`src/rtl/dpram_arbiter_if.sv`:
```
// -----------------------------------------------------------------------------
// dpram_arbiter_if
//   Requester-side bundle of the dpram_arbiter. The requesters share this
//   bundle. Each requester i owns bit i of the per-requester vectors and owns
//   slice [i*WIDTH +: WIDTH] of the packed address and write-data buses.
//
//   Requester -> arbiter : req, lock, we, addr, wdata
//   Arbiter -> requester : ack (one-hot accept), rvalid (one-hot read strobe),
//                          rdata (shared read data)
//
//   Modports: master = requester side, slave = arbiter side.
// -----------------------------------------------------------------------------
interface dpram_arbiter_if #(
  parameter int ADDR_WIDTH = 8,
  parameter int DATA_WIDTH = 8,
  parameter int NUM_REQ    = 3
);
  logic [NUM_REQ-1:0]            req;
  logic [NUM_REQ-1:0]            lock;
  logic [NUM_REQ-1:0]            we;
  logic [NUM_REQ*ADDR_WIDTH-1:0] addr;
  logic [NUM_REQ*DATA_WIDTH-1:0] wdata;
  logic [NUM_REQ-1:0]            ack;
  logic [NUM_REQ-1:0]            rvalid;
  logic [DATA_WIDTH-1:0]         rdata;

  modport master (
    output req, lock, we, addr, wdata,
    input  ack, rvalid, rdata
  );

  modport slave (
    input  req, lock, we, addr, wdata,
    output ack, rvalid, rdata
  );
endinterface : dpram_arbiter_if

```
`src/rtl/dpram_arbiter.sv`:
```
// -----------------------------------------------------------------------------
// dpram_arbiter
//   Round-robin arbiter that shares one port of a dpram between NUM_REQ
//   requesters. An access is accepted in the cycle it wins. Read data returns
//   exactly one cycle later. A locked requester may hold the port for up to
//   MAX_BURST consecutive grants while another requester is waiting.
//
//   Ports
//     clk           : clock, rising edge
//     rst           : asynchronous, active-high reset
//     req_if        : requester bundle (slave modport)
//     ram_address_o : address to the dpram
//     ram_data_o    : write data to the dpram
//     ram_wren_o    : write enable to the dpram
//     ram_cs_o      : chip select; high only in cycles that have a grant
//     ram_q_i       : read data from the dpram, passed straight to rdata
// -----------------------------------------------------------------------------
module dpram_arbiter #(
  parameter int ADDR_WIDTH = 8,
  parameter int DATA_WIDTH = 8,
  parameter int NUM_REQ    = 3,
  parameter int MAX_BURST  = 4
) (
  input  logic                  clk,
  input  logic                  rst,
  dpram_arbiter_if.slave        req_if,
  output logic [ADDR_WIDTH-1:0] ram_address_o,
  output logic [DATA_WIDTH-1:0] ram_data_o,
  output logic                  ram_wren_o,
  output logic                  ram_cs_o,
  input  logic [DATA_WIDTH-1:0] ram_q_i
);

  localparam int IW = (NUM_REQ > 1) ? $clog2(NUM_REQ) : 1;
  localparam int CW = $clog2(MAX_BURST + 1);

  localparam logic [0:0] ST_IDLE  = 1'b0;
  localparam logic [0:0] ST_OWNED = 1'b1;

  logic [0:0]            state_q,     state_d;
  logic [IW-1:0]         owner_q,     owner_d;
  logic [CW-1:0]         cnt_q,       cnt_d;
  logic [IW-1:0]         ptr_q,       ptr_d;
  logic                  tag_valid_q, tag_valid_d;
  logic [IW-1:0]         tag_idx_q,   tag_idx_d;
  logic [ADDR_WIDTH-1:0] last_addr_q, last_addr_d;
  logic [DATA_WIDTH-1:0] last_data_q, last_data_d;

  logic          grant_valid;
  logic          grant_ok;
  logic [IW-1:0] grant_idx;
  logic          others_pending;
  logic          hold;
  int            idx;

  // Grant selection: a locked owner that is still within budget wins first.
  // Otherwise the winner is the first requester with req high, searching from
  // the priority pointer.
  always_comb begin
    // NOTE: every combinational output gets a default first so that no path
    // leaves it unassigned; an unassigned path would infer a latch.
    grant_valid    = 1'b0;
    grant_idx      = '0;
    idx            = 0;
    others_pending = |(req_if.req & ~(NUM_REQ'(1) << owner_q));
    hold           = (state_q == ST_OWNED) && req_if.req[owner_q] && req_if.lock[owner_q] &&
                     ((cnt_q < CW'(MAX_BURST)) || !others_pending);

    if (hold) begin
      grant_valid = 1'b1;
      grant_idx   = owner_q;
    end else begin
      for (int k = 0; k < NUM_REQ; k++) begin
        idx = (int'(ptr_q) + k) % NUM_REQ;
        if (!grant_valid && req_if.req[idx]) begin
          grant_valid = 1'b1;
          grant_idx   = IW'(idx);
        end
      end
    end
  end

  // Reset suppresses the combinational accept path, so ack, ram_cs and
  // ram_wren stay low for the whole reset period.
  assign grant_ok = grant_valid && !rst;

  always_comb begin
    req_if.ack    = grant_ok ? (NUM_REQ'(1) << grant_idx) : '0;
    ram_cs_o      = grant_ok;
    ram_wren_o    = grant_ok && req_if.we[grant_idx];
    ram_address_o = grant_ok ? req_if.addr[int'(grant_idx)*ADDR_WIDTH +: ADDR_WIDTH] : last_addr_q;
    ram_data_o    = grant_ok ? req_if.wdata[int'(grant_idx)*DATA_WIDTH +: DATA_WIDTH] : last_data_q;
    req_if.rvalid = tag_valid_q ? (NUM_REQ'(1) << tag_idx_q) : '0;
    req_if.rdata  = ram_q_i;
  end

  // Next-state logic: ownership and burst count, the rotating pointer, and
  // the read-return tag.
  always_comb begin
    state_d     = ST_IDLE;
    owner_d     = owner_q;
    cnt_d       = '0;
    ptr_d       = ptr_q;
    tag_valid_d = grant_valid && !req_if.we[grant_idx];
    tag_idx_d   = grant_idx;
    last_addr_d = ram_address_o;
    last_data_d = ram_data_o;

    if (grant_valid) begin
      ptr_d = (int'(grant_idx) == NUM_REQ - 1) ? '0 : grant_idx + IW'(1);
      if (req_if.lock[grant_idx]) begin
        state_d = ST_OWNED;
        owner_d = grant_idx;
        // The count continues only when the same owner is granted again.
        // It saturates, so a forced rotation stays armed while others wait.
        if ((state_q == ST_OWNED) && (owner_q == grant_idx))
          cnt_d = (cnt_q == CW'(MAX_BURST)) ? cnt_q : cnt_q + CW'(1);
        else
          cnt_d = CW'(1);
      end
    end
  end

  always_ff @(posedge clk or posedge rst) begin
    if (rst) begin
      state_q     <= ST_IDLE;
      owner_q     <= '0;
      cnt_q       <= '0;
      ptr_q       <= '0;
      tag_valid_q <= 1'b0;
      tag_idx_q   <= '0;
      last_addr_q <= '0;
      last_data_q <= '0;
    end else begin
      // NOTE: sequential state uses non-blocking assignments so every flop
      // samples pre-edge values regardless of statement order.
      state_q     <= state_d;
      owner_q     <= owner_d;
      cnt_q       <= cnt_d;
      ptr_q       <= ptr_d;
      tag_valid_q <= tag_valid_d;
      tag_idx_q   <= tag_idx_d;
      last_addr_q <= last_addr_d;
      last_data_q <= last_data_d;
    end
  end

endmodule : dpram_arbiter

```
`src/flat_wrapper.sv`:
```
// flat-port wrapper written by rule: the top's interface ports become plain ports
module dpram_arbiter_flat 
#(
  parameter int ADDR_WIDTH = 8,
  parameter int DATA_WIDTH = 8,
  parameter int NUM_REQ    = 3,
  parameter int MAX_BURST  = 4
)
  (clk, rst, ram_address_o, ram_data_o, ram_wren_o, ram_cs_o, ram_q_i, req_if_req, req_if_lock, req_if_we, req_if_addr, req_if_wdata, req_if_ack, req_if_rvalid, req_if_rdata);
  dpram_arbiter_if #(.ADDR_WIDTH(ADDR_WIDTH), .DATA_WIDTH(DATA_WIDTH), .NUM_REQ(NUM_REQ)) req_if_i ();
  input  logic clk;
  input  logic rst;
  output logic [ADDR_WIDTH-1:0] ram_address_o;
  output logic [DATA_WIDTH-1:0] ram_data_o;
  output logic ram_wren_o;
  output logic ram_cs_o;
  input  logic [DATA_WIDTH-1:0] ram_q_i;
  input wire logic [$bits(req_if_i.req)-1:0] req_if_req;
  input wire logic [$bits(req_if_i.lock)-1:0] req_if_lock;
  input wire logic [$bits(req_if_i.we)-1:0] req_if_we;
  input wire logic [$bits(req_if_i.addr)-1:0] req_if_addr;
  input wire logic [$bits(req_if_i.wdata)-1:0] req_if_wdata;
  output wire logic [$bits(req_if_i.ack)-1:0] req_if_ack;
  output wire logic [$bits(req_if_i.rvalid)-1:0] req_if_rvalid;
  output wire logic [$bits(req_if_i.rdata)-1:0] req_if_rdata;
  assign req_if_i.req = req_if_req;
  assign req_if_i.lock = req_if_lock;
  assign req_if_i.we = req_if_we;
  assign req_if_i.addr = req_if_addr;
  assign req_if_i.wdata = req_if_wdata;
  assign req_if_ack = req_if_i.ack;
  assign req_if_rvalid = req_if_i.rvalid;
  assign req_if_rdata = req_if_i.rdata;
  dpram_arbiter #(.ADDR_WIDTH(ADDR_WIDTH), .DATA_WIDTH(DATA_WIDTH), .NUM_REQ(NUM_REQ), .MAX_BURST(MAX_BURST)) u_core (.clk(clk), .rst(rst), .req_if(req_if_i), .ram_address_o(ram_address_o), .ram_data_o(ram_data_o), .ram_wren_o(ram_wren_o), .ram_cs_o(ram_cs_o), .ram_q_i(ram_q_i));
endmodule
```
`config.mk`:
```
export PLATFORM = sky130hd
export DESIGN_NAME = dpram_arbiter_flat
export DESIGN_NICKNAME = d
export VERILOG_FILES = /design/src/rtl/dpram_arbiter_if.sv /design/src/rtl/dpram_arbiter.sv /design/src/flat_wrapper.sv
export SDC_FILE = /design/constraint.sdc
export NUM_CORES = 1
export LEC_CHECK = 0
export CORE_UTILIZATION = 30
export DETAILED_ROUTE_END_ITERATION = 6
export PLACE_DENSITY_LB_ADDON = 0.3
export SLEW_MARGIN = 20
export SYNTH_ARGS = -nofsm -noshare
export SYNTH_HDL_FRONTEND = slang
export SYNTH_SLANG_ARGS = --single-unit
```
`constraint.sdc`:
```
create_clock -name clk -period 7.01 [get_ports clk]
set_input_delay 1.0515 -clock clk [delete_from_list [all_inputs] [get_ports clk]]
set_output_delay 1.0515 -clock clk [all_outputs]
set_load 0.02 [all_outputs]
```
==> out/metrics.yaml, run 1 <==
slew-limit-headroom_pct: 35.8
synthSimpleGateAreaFrac_pct: 22.8
fmax_mhz: 180
grt_pass1_vias: 2149
wl_met3_um: 354
postRouteWirelength_mm: 5.92
synth_compound_area_share_pct: 23.4
fin_crit_sh_pct: 79.0
clock_sinks: 27
cts_root_buffer: "clkbuf_8"
worstPathRequired_ps: 5960
yosysWarnings: 0
die_h_um: 85.7
yosysMostFrequentCell: "nand2_1"
worstReg2RegStart: "u_core.ptr_q[1]"
drtIter0Drc: 79
synth-seq-area-share_pct: 32.2
grt_pass1_wl_mm: 9.97
drcViolationCount: 0
cp-endpoint: "ram_address_o[1]"
drv_slew: 0
yosys.area.top_type: "dfrtp_1"
clk_transition_reported_paths_ps: 90
cts_hold_buffers: 0
hold_violations: 0
synthAdderAreaFrac_pct: 3.57
overflow: 0
r2r_cells: 8
layout.cells.non_filler: 398
rows: 30
async_flop_share_pct: 100
io_buffers: 82
wl_met1_mm: 2.74
ctsResizeCount: 0
drv_cap: 0
setup_viol: 0
worstHoldPathType: "reg2reg"
place_congestion: 0.769
power_density_mw_per_mm2: 466
synth_edf_count: 0
post_drt_via_cell_ratio: 5.17
dp_cells: 394
synth-xor-area-share_pct: 0.834
cts_setup_buffers: 0
r2r_end: "u_core.cnt_q[1]"
multi_input_area_mm2: 0.00115
rsz0062_at_grt: "no"
status: "finished, final reports clean"
endpoint_kind: "output pin"
cts_buffer_depth: 2
ir_worst_vdd_mv: 0.173
grt.total_usage_pct: 16.6
setup_tns_ps: 0
fp.dieArea_mm2: 0.00734
ys_ff_latch: 27
area_growth_pct: 36.3
ant_nets: 0
muxShareOfSynthArea_pct: 3.93
min_path_cells: 2
io_pins: 99
numCtsBuffers: 3
skew_ps: 7.91
yosys-top-cells-area: "dfrtp_1 (32%), a41oi_1 (6.7%), nand4_1 (5.7%), nand2_1 (5.0%), o21ai_0 (4.8%)"
grt_max_degree: 34
synth_top_cell_area_share_pct: 32.2
ff_latch_area_um2: 676
synth_commonest_cells: "nand2_1 (28), dfrtp_1 (27), nor2_1 (25)"
htree_levels: 1
diodes: 0
top_layer: "met4"
drtPass1Iterations: 4
antenna_found_initial: 0
ys.flop_type: "dfrtp_1"
core_area_mm2: 0.00679
cellLeakagePower_nw: 1.11
syn_area_mm2: 0.00210
reg2reg_setup_slack_ps: 3890
synth_top_family_by_area: "compound AO/OA/AOI/OAI gates"
cp-start-kind: "primary input"
drive_above_1_share_pct: 5.96
wl_met2_mm: 2.78
insertion_delay_ps: 280
period_needed_ps: 5540
n_fill_cell: 685
worstPathMaxFanout: 20
yosysUniqueCellTypes: 56
critical_path_class: "in2out"
cts_tree: "built"
wire_per_inst_um: 14.9
dpl.hpwl_mm: 4.19
worst_pin_slew_ps: 960
die_width_um: 85.7
syn_inst: 243
vias: 2058
worstSetupStartpoint: "req_if_req[2]"
synth.avg_cell_area_um2: 8.65
nets: 376
arrival_ps: 4490
start_util_pct: 30.9
synth_fp_nets: 316
==> power breakdown <==
group | switching (mW) | internal (mW)
Combinational | 0.553 | 0.418
Clock | 0.0497 | 0.0399
Sequential | 0.0416 | 0.233
Total | 0.645 | 0.691
==> metrics by stage <==
stage | total power [mW] | instance area (um2) | hold WS [ps] | worst slack (ps) | util [%]
after global routing | 1.45 | 2860 | 589 | 1190 | 42.2
after CTS | 1.34 | 2860 | 559 | 1470 | 42.2
after floorplan | 0.980 | 2100 | 496 | 2830 | -
after global placement | 1.24 | 2820 | 531 | 1530 | 41.5
final | 1.34 | 2860 | 552 | 1470 | 42.2
after detailed placement | 1.25 | 2820 | 529 | 1490 | 41.5
==> layout make-up <==
cell class,instances,share of cell area [%]
Sequential cell,27,23.6
Clock buffer,3,1.44
Multi-Input combinational cell,176,40.1
Inverter,12,1.57
Clock inverter,1,0.175
Timing Repair Buffer,83,28.9
Tap cell,96,4.19
==> worst min path at each step <==
stage                         start         endpoint  slack, ps
finish              u_core.ptr_q[1]  u_core.ptr_q[1]        550
global route        u_core.ptr_q[1]  u_core.ptr_q[1]        590
CTS                 u_core.ptr_q[1]  u_core.ptr_q[1]        560
detailed placement  u_core.ptr_q[1]  u_core.ptr_q[1]        530
global placement    u_core.ptr_q[1]  u_core.ptr_q[1]        530
floorplan           u_core.ptr_q[1]  u_core.ptr_q[1]        500
==> cells by family after synthesis <==
family                     count (synthesis)
buffers and inverters                     40
and+or+nand+nor                           94
AOI/OAI and AO/OA                         66
muxes                                      8
DFF                                       27
xor gates and xnor gates                   2
adders and majority gates                  6
==> cells in the final DEF, fill, tap and decap left out, types with 2 or more instances in the layout <==
cell	instances
nand2_1	28
nor3b_1	2
and3b_1	3
o21ai_1	2
clkbuf_8	3
o2111ai_1	3
o221ai_1	2
inv_1	9
nor2_1	25
a41oi_1	16
mux2i_1	5
nand3b_1	3
clkdlybuf4s50_1	82
a211o_2	2
dfrtp_1	27
mux2_2	2
nand2b_1	3
o21ai_0	20
ha_1	6
a21oi_1	4
xnor2_1	2
or2_1	2
inv_2	2
nand3_1	2
nand4_1	19
==> registers in the layout, summed over array words and instances, names as in the netlist <==
signal              cells
u_core.cnt_q            3
u_core.last_addr_q      8
u_core.last_data_q      8
u_core.owner_q          2
u_core.ptr_q            2
u_core.state_q          1
u_core.tag_idx_q        2
u_core.tag_valid_q      1
==> per-layer routing <==
metal  vias up  GRT usage (%)
met3         2           3.85
met4         0           3.79
met2        73           27.6
met5         -              0
met1       979           21.9
li1       1004              -
==> critical path, stage by stage <==
cell and delay (ps):
clkdlybuf4s50_1 600, a211o_2 400, o311a_1 130, or2_1 310, mux2i_2 190, buf_4 270
clkinv_1 520, nand2_1 230, a41oi_1 170, clkdlybuf4s50_1 600
Power figures use the tool's default switching activity.
==> inputs of run 2 (changes only) <==
- clock period: 7.01 -> 5.45 ns (I/O delays scaled with it)
==> run 2 against run 1 <==
Net effect: core utilization up 0.53 points; clock skew fell by 2.4 ps; non-clock buffer count rose by 5; flip-flop and latch count unchanged; global-route usage rose by 0.45 points; highest routed layer unchanged.
==> out/metrics.yaml, run 2 (synthesis gave the netlist of run 1 again) <==
cts_tree: "built"
cpPeakStageDelay_ps: 670  # +70 ps
fmax_mhz: 197
worstHoldPathType: "reg2reg"
diodes: 0  # unchanged
multi_input_area_mm2: 0.00115  # unchanged
n_fill_cell: 674  # -1.6%
hold_violations: 0  # unchanged
io_pins: 99  # unchanged
setup_viol: 0  # unchanged
ir_worst_vdd_mv: 0.239  # +38%
dpl.hpwl_mm: 4.40  # +5.0%
post_drt_via_cell_ratio: 5.22  # +1.0%
core_area_mm2: 0.00679  # unchanged
nets: 381  # +1.3%
grt_pass1_wl_mm: 10.2  # +2.3%
die_width_um: 85.7  # unchanged
clk_transition_reported_paths_ps: 100  # about the same
ctsResizeCount: 0  # unchanged
place_congestion: 0.817  # +6.2%
cp-start-kind: "primary input"
reg_top3: "u_core.last_addr_q: 8 flops, u_core.last_data_q: 8 flops, u_core.cnt_q: 3 flops"
vias: 2105  # +2.3%
cp_cell_sequence: "clkdlybuf4s50_1 -> a211o_2 -> o311a_1 -> or2_1 -> and2_1 -> or2_1 -> inv_2 -> buf_4 -> nor2_1 -> a41oi_1 -> clkdlybuf4s50_1"
grt_max_degree: 28  # -18%
ant_nets: 0  # unchanged
critical_path_class: "in2out"
hold_ws_ps: 558  # +6.85 ps
antenna_found_initial: 0  # unchanged
crit_family: "buffers and inverters"
fin_crit_sh_pct: 93.0
insertion_delay_ps: 270  # about the same
cts_buffer_depth: 2  # unchanged
drtIter0Drc: 100  # +27%
p_sw_mw: 0.842  # +31%
die_h_um: 85.7  # unchanged
drtPass1Iterations: 4  # unchanged
slew-limit-headroom_pct: 34.4  # -1.4 points
cellLeakagePower_nw: 1.13  # +2.0%
drv_cap: 0  # unchanged
wire_per_inst_um: 15.1  # +1.7%
status: "finished, final reports clean"
worstPathMaxFanout: 21  # +5.0%
ff_latch_area_um2: 676  # unchanged
drive_above_1_share_pct: 7.17  # +1.2 points
worst_pin_slew_ps: 982  # +21.3 ps
combPwrFrac_pct: 73.2  # +0.4 points
clockPowerShare_pct: 6.6  # about the same
rows: 30  # unchanged
p_seq_share_pct: 20.2  # -0.3 points
grt.total_usage_pct: 17.0  # +0.45 points
cts_setup_buffers: 0  # unchanged
drv_slew: 0  # unchanged
start_util_pct: 30.9  # unchanged
most-common-layout-cells: "clkdlybuf4s50_1 (82), nand2_1 (28), dfrtp_1 (27)"
htree_levels: 1  # unchanged
area_growth_pct: 38.1
period_needed_ps: 5070
fp.dieArea_mm2: 0.00734  # unchanged
sw_frac_of_total_pct: 48.3  # about the same
drcViolationCount: 0  # unchanged
setup_tns_ps: 0  # unchanged
worstPathRequired_ps: 4630  # -1330 ps
layout.cells.non_filler: 403  # +1.3%
numCtsBuffers: 3  # unchanged
path_buf_inv: 4  # unchanged
final_common_cell: "clkdlybuf4s50_1"
power_density_mw_per_mm2: 602  # +29%
io_buffers: 82  # unchanged
clock_sinks: 27  # unchanged
dp_cells: 399  # +1.3%
cts_hold_buffers: 0  # unchanged
postRouteWirelength_mm: 6.09  # +3.0%
skew_ps: 5.52  # -2.39 ps
rsz0062_at_grt: "no"
cts_root_buffer: "clkbuf_8"
internal_power_mw: 0.903  # +31%
grt_pass1_vias: 2093  # -2.6%
overflow: 0  # unchanged
endpoint_kind: "output pin"
arrival_ps: 4250  # -240 ps
crit_slowest_cell: "clkdlybuf4s50_1"
run 2: changes by cell type in the layout (fill, tap and decap cells not counted):
cell      delta
buf_4        +5
clkinv_2     -1
clkbuf_1     +1
run 2: area by class of cell:
class / count / share of cell area (%)
clock buffer: 4 / 1.55
tap: 96 / 4.14
sequential: 27 / 23.3
timing repair buffer: 88 / 29.9
inverter: 12 / 1.55
multi-input combinational: 176 / 39.6
run 2: per-layer routing:
layer	up-vias	part of all wire [%]	GRT usage, %
met5	-	0	0
met4	0	1.6	4.39
met3	8	5.3	2.89
met2	70	47	28.4
met1	1007	46	22.9
li1	1020	-	-
run 2: path summary, 6_finish.rpt:
| check | from | end | slack [ps] | cells past startpoint |
|---|---|---|---|---|
| max | req_if_req[2] | ram_address_o[0] | 380 | 11 |
| min | u_core.last_data_q[4] | u_core.last_data_q[4] | 560 | 2 |
| max reg2reg | u_core.ptr_q[0] | u_core.cnt_q[1] | 2230 | 8 |
| min reg2reg | u_core.last_data_q[4] | u_core.last_data_q[4] | 560 | 2 |
| max in group asynchronous | rst | u_core.cnt_q[2] | 4050 | 2 |
| min in group asynchronous | rst | u_core.tag_valid_q | 1010 | 2 |
run 2: power by group through the flow:
| stage | sequential [mW] | combinational (mW) | clock [mW] |
|---|---|---|---|
| 6_report | 0.352 | 1.28 | 0.115 |
| 5_1_grt | 0.364 | 1.40 | 0.129 |
| 4_1_cts | 0.351 | 1.28 | 0.122 |
| 3_5_place_dp | 0.355 | 1.28 | 0 |
| 3_3_place_gp | 0.352 | 1.26 | 0 |
| 2_1_floorplan | 0.332 | 0.928 | 0 |
run 2: stage by stage:
stage | utilization [%] | setup WS (ps) | total power, mW | cell area [um2]
after detailed placement | 42.0 | 393 | 1.63 | 2860
after floorplan | - | 1740 | 1.26 | 2100
after CTS | 42.7 | 390 | 1.76 | 2900
after global routing | 42.7 | 41.6 | 1.89 | 2900
after global placement | 42.0 | 475 | 1.61 | 2860
final | 42.7 | 380 | 1.75 | 2900
run 2: tightest hold or removal path, cell delays in order (launching register included):
cell	delay, ps
dfrtp_1	370
nor2_1	100
a41oi_1	60
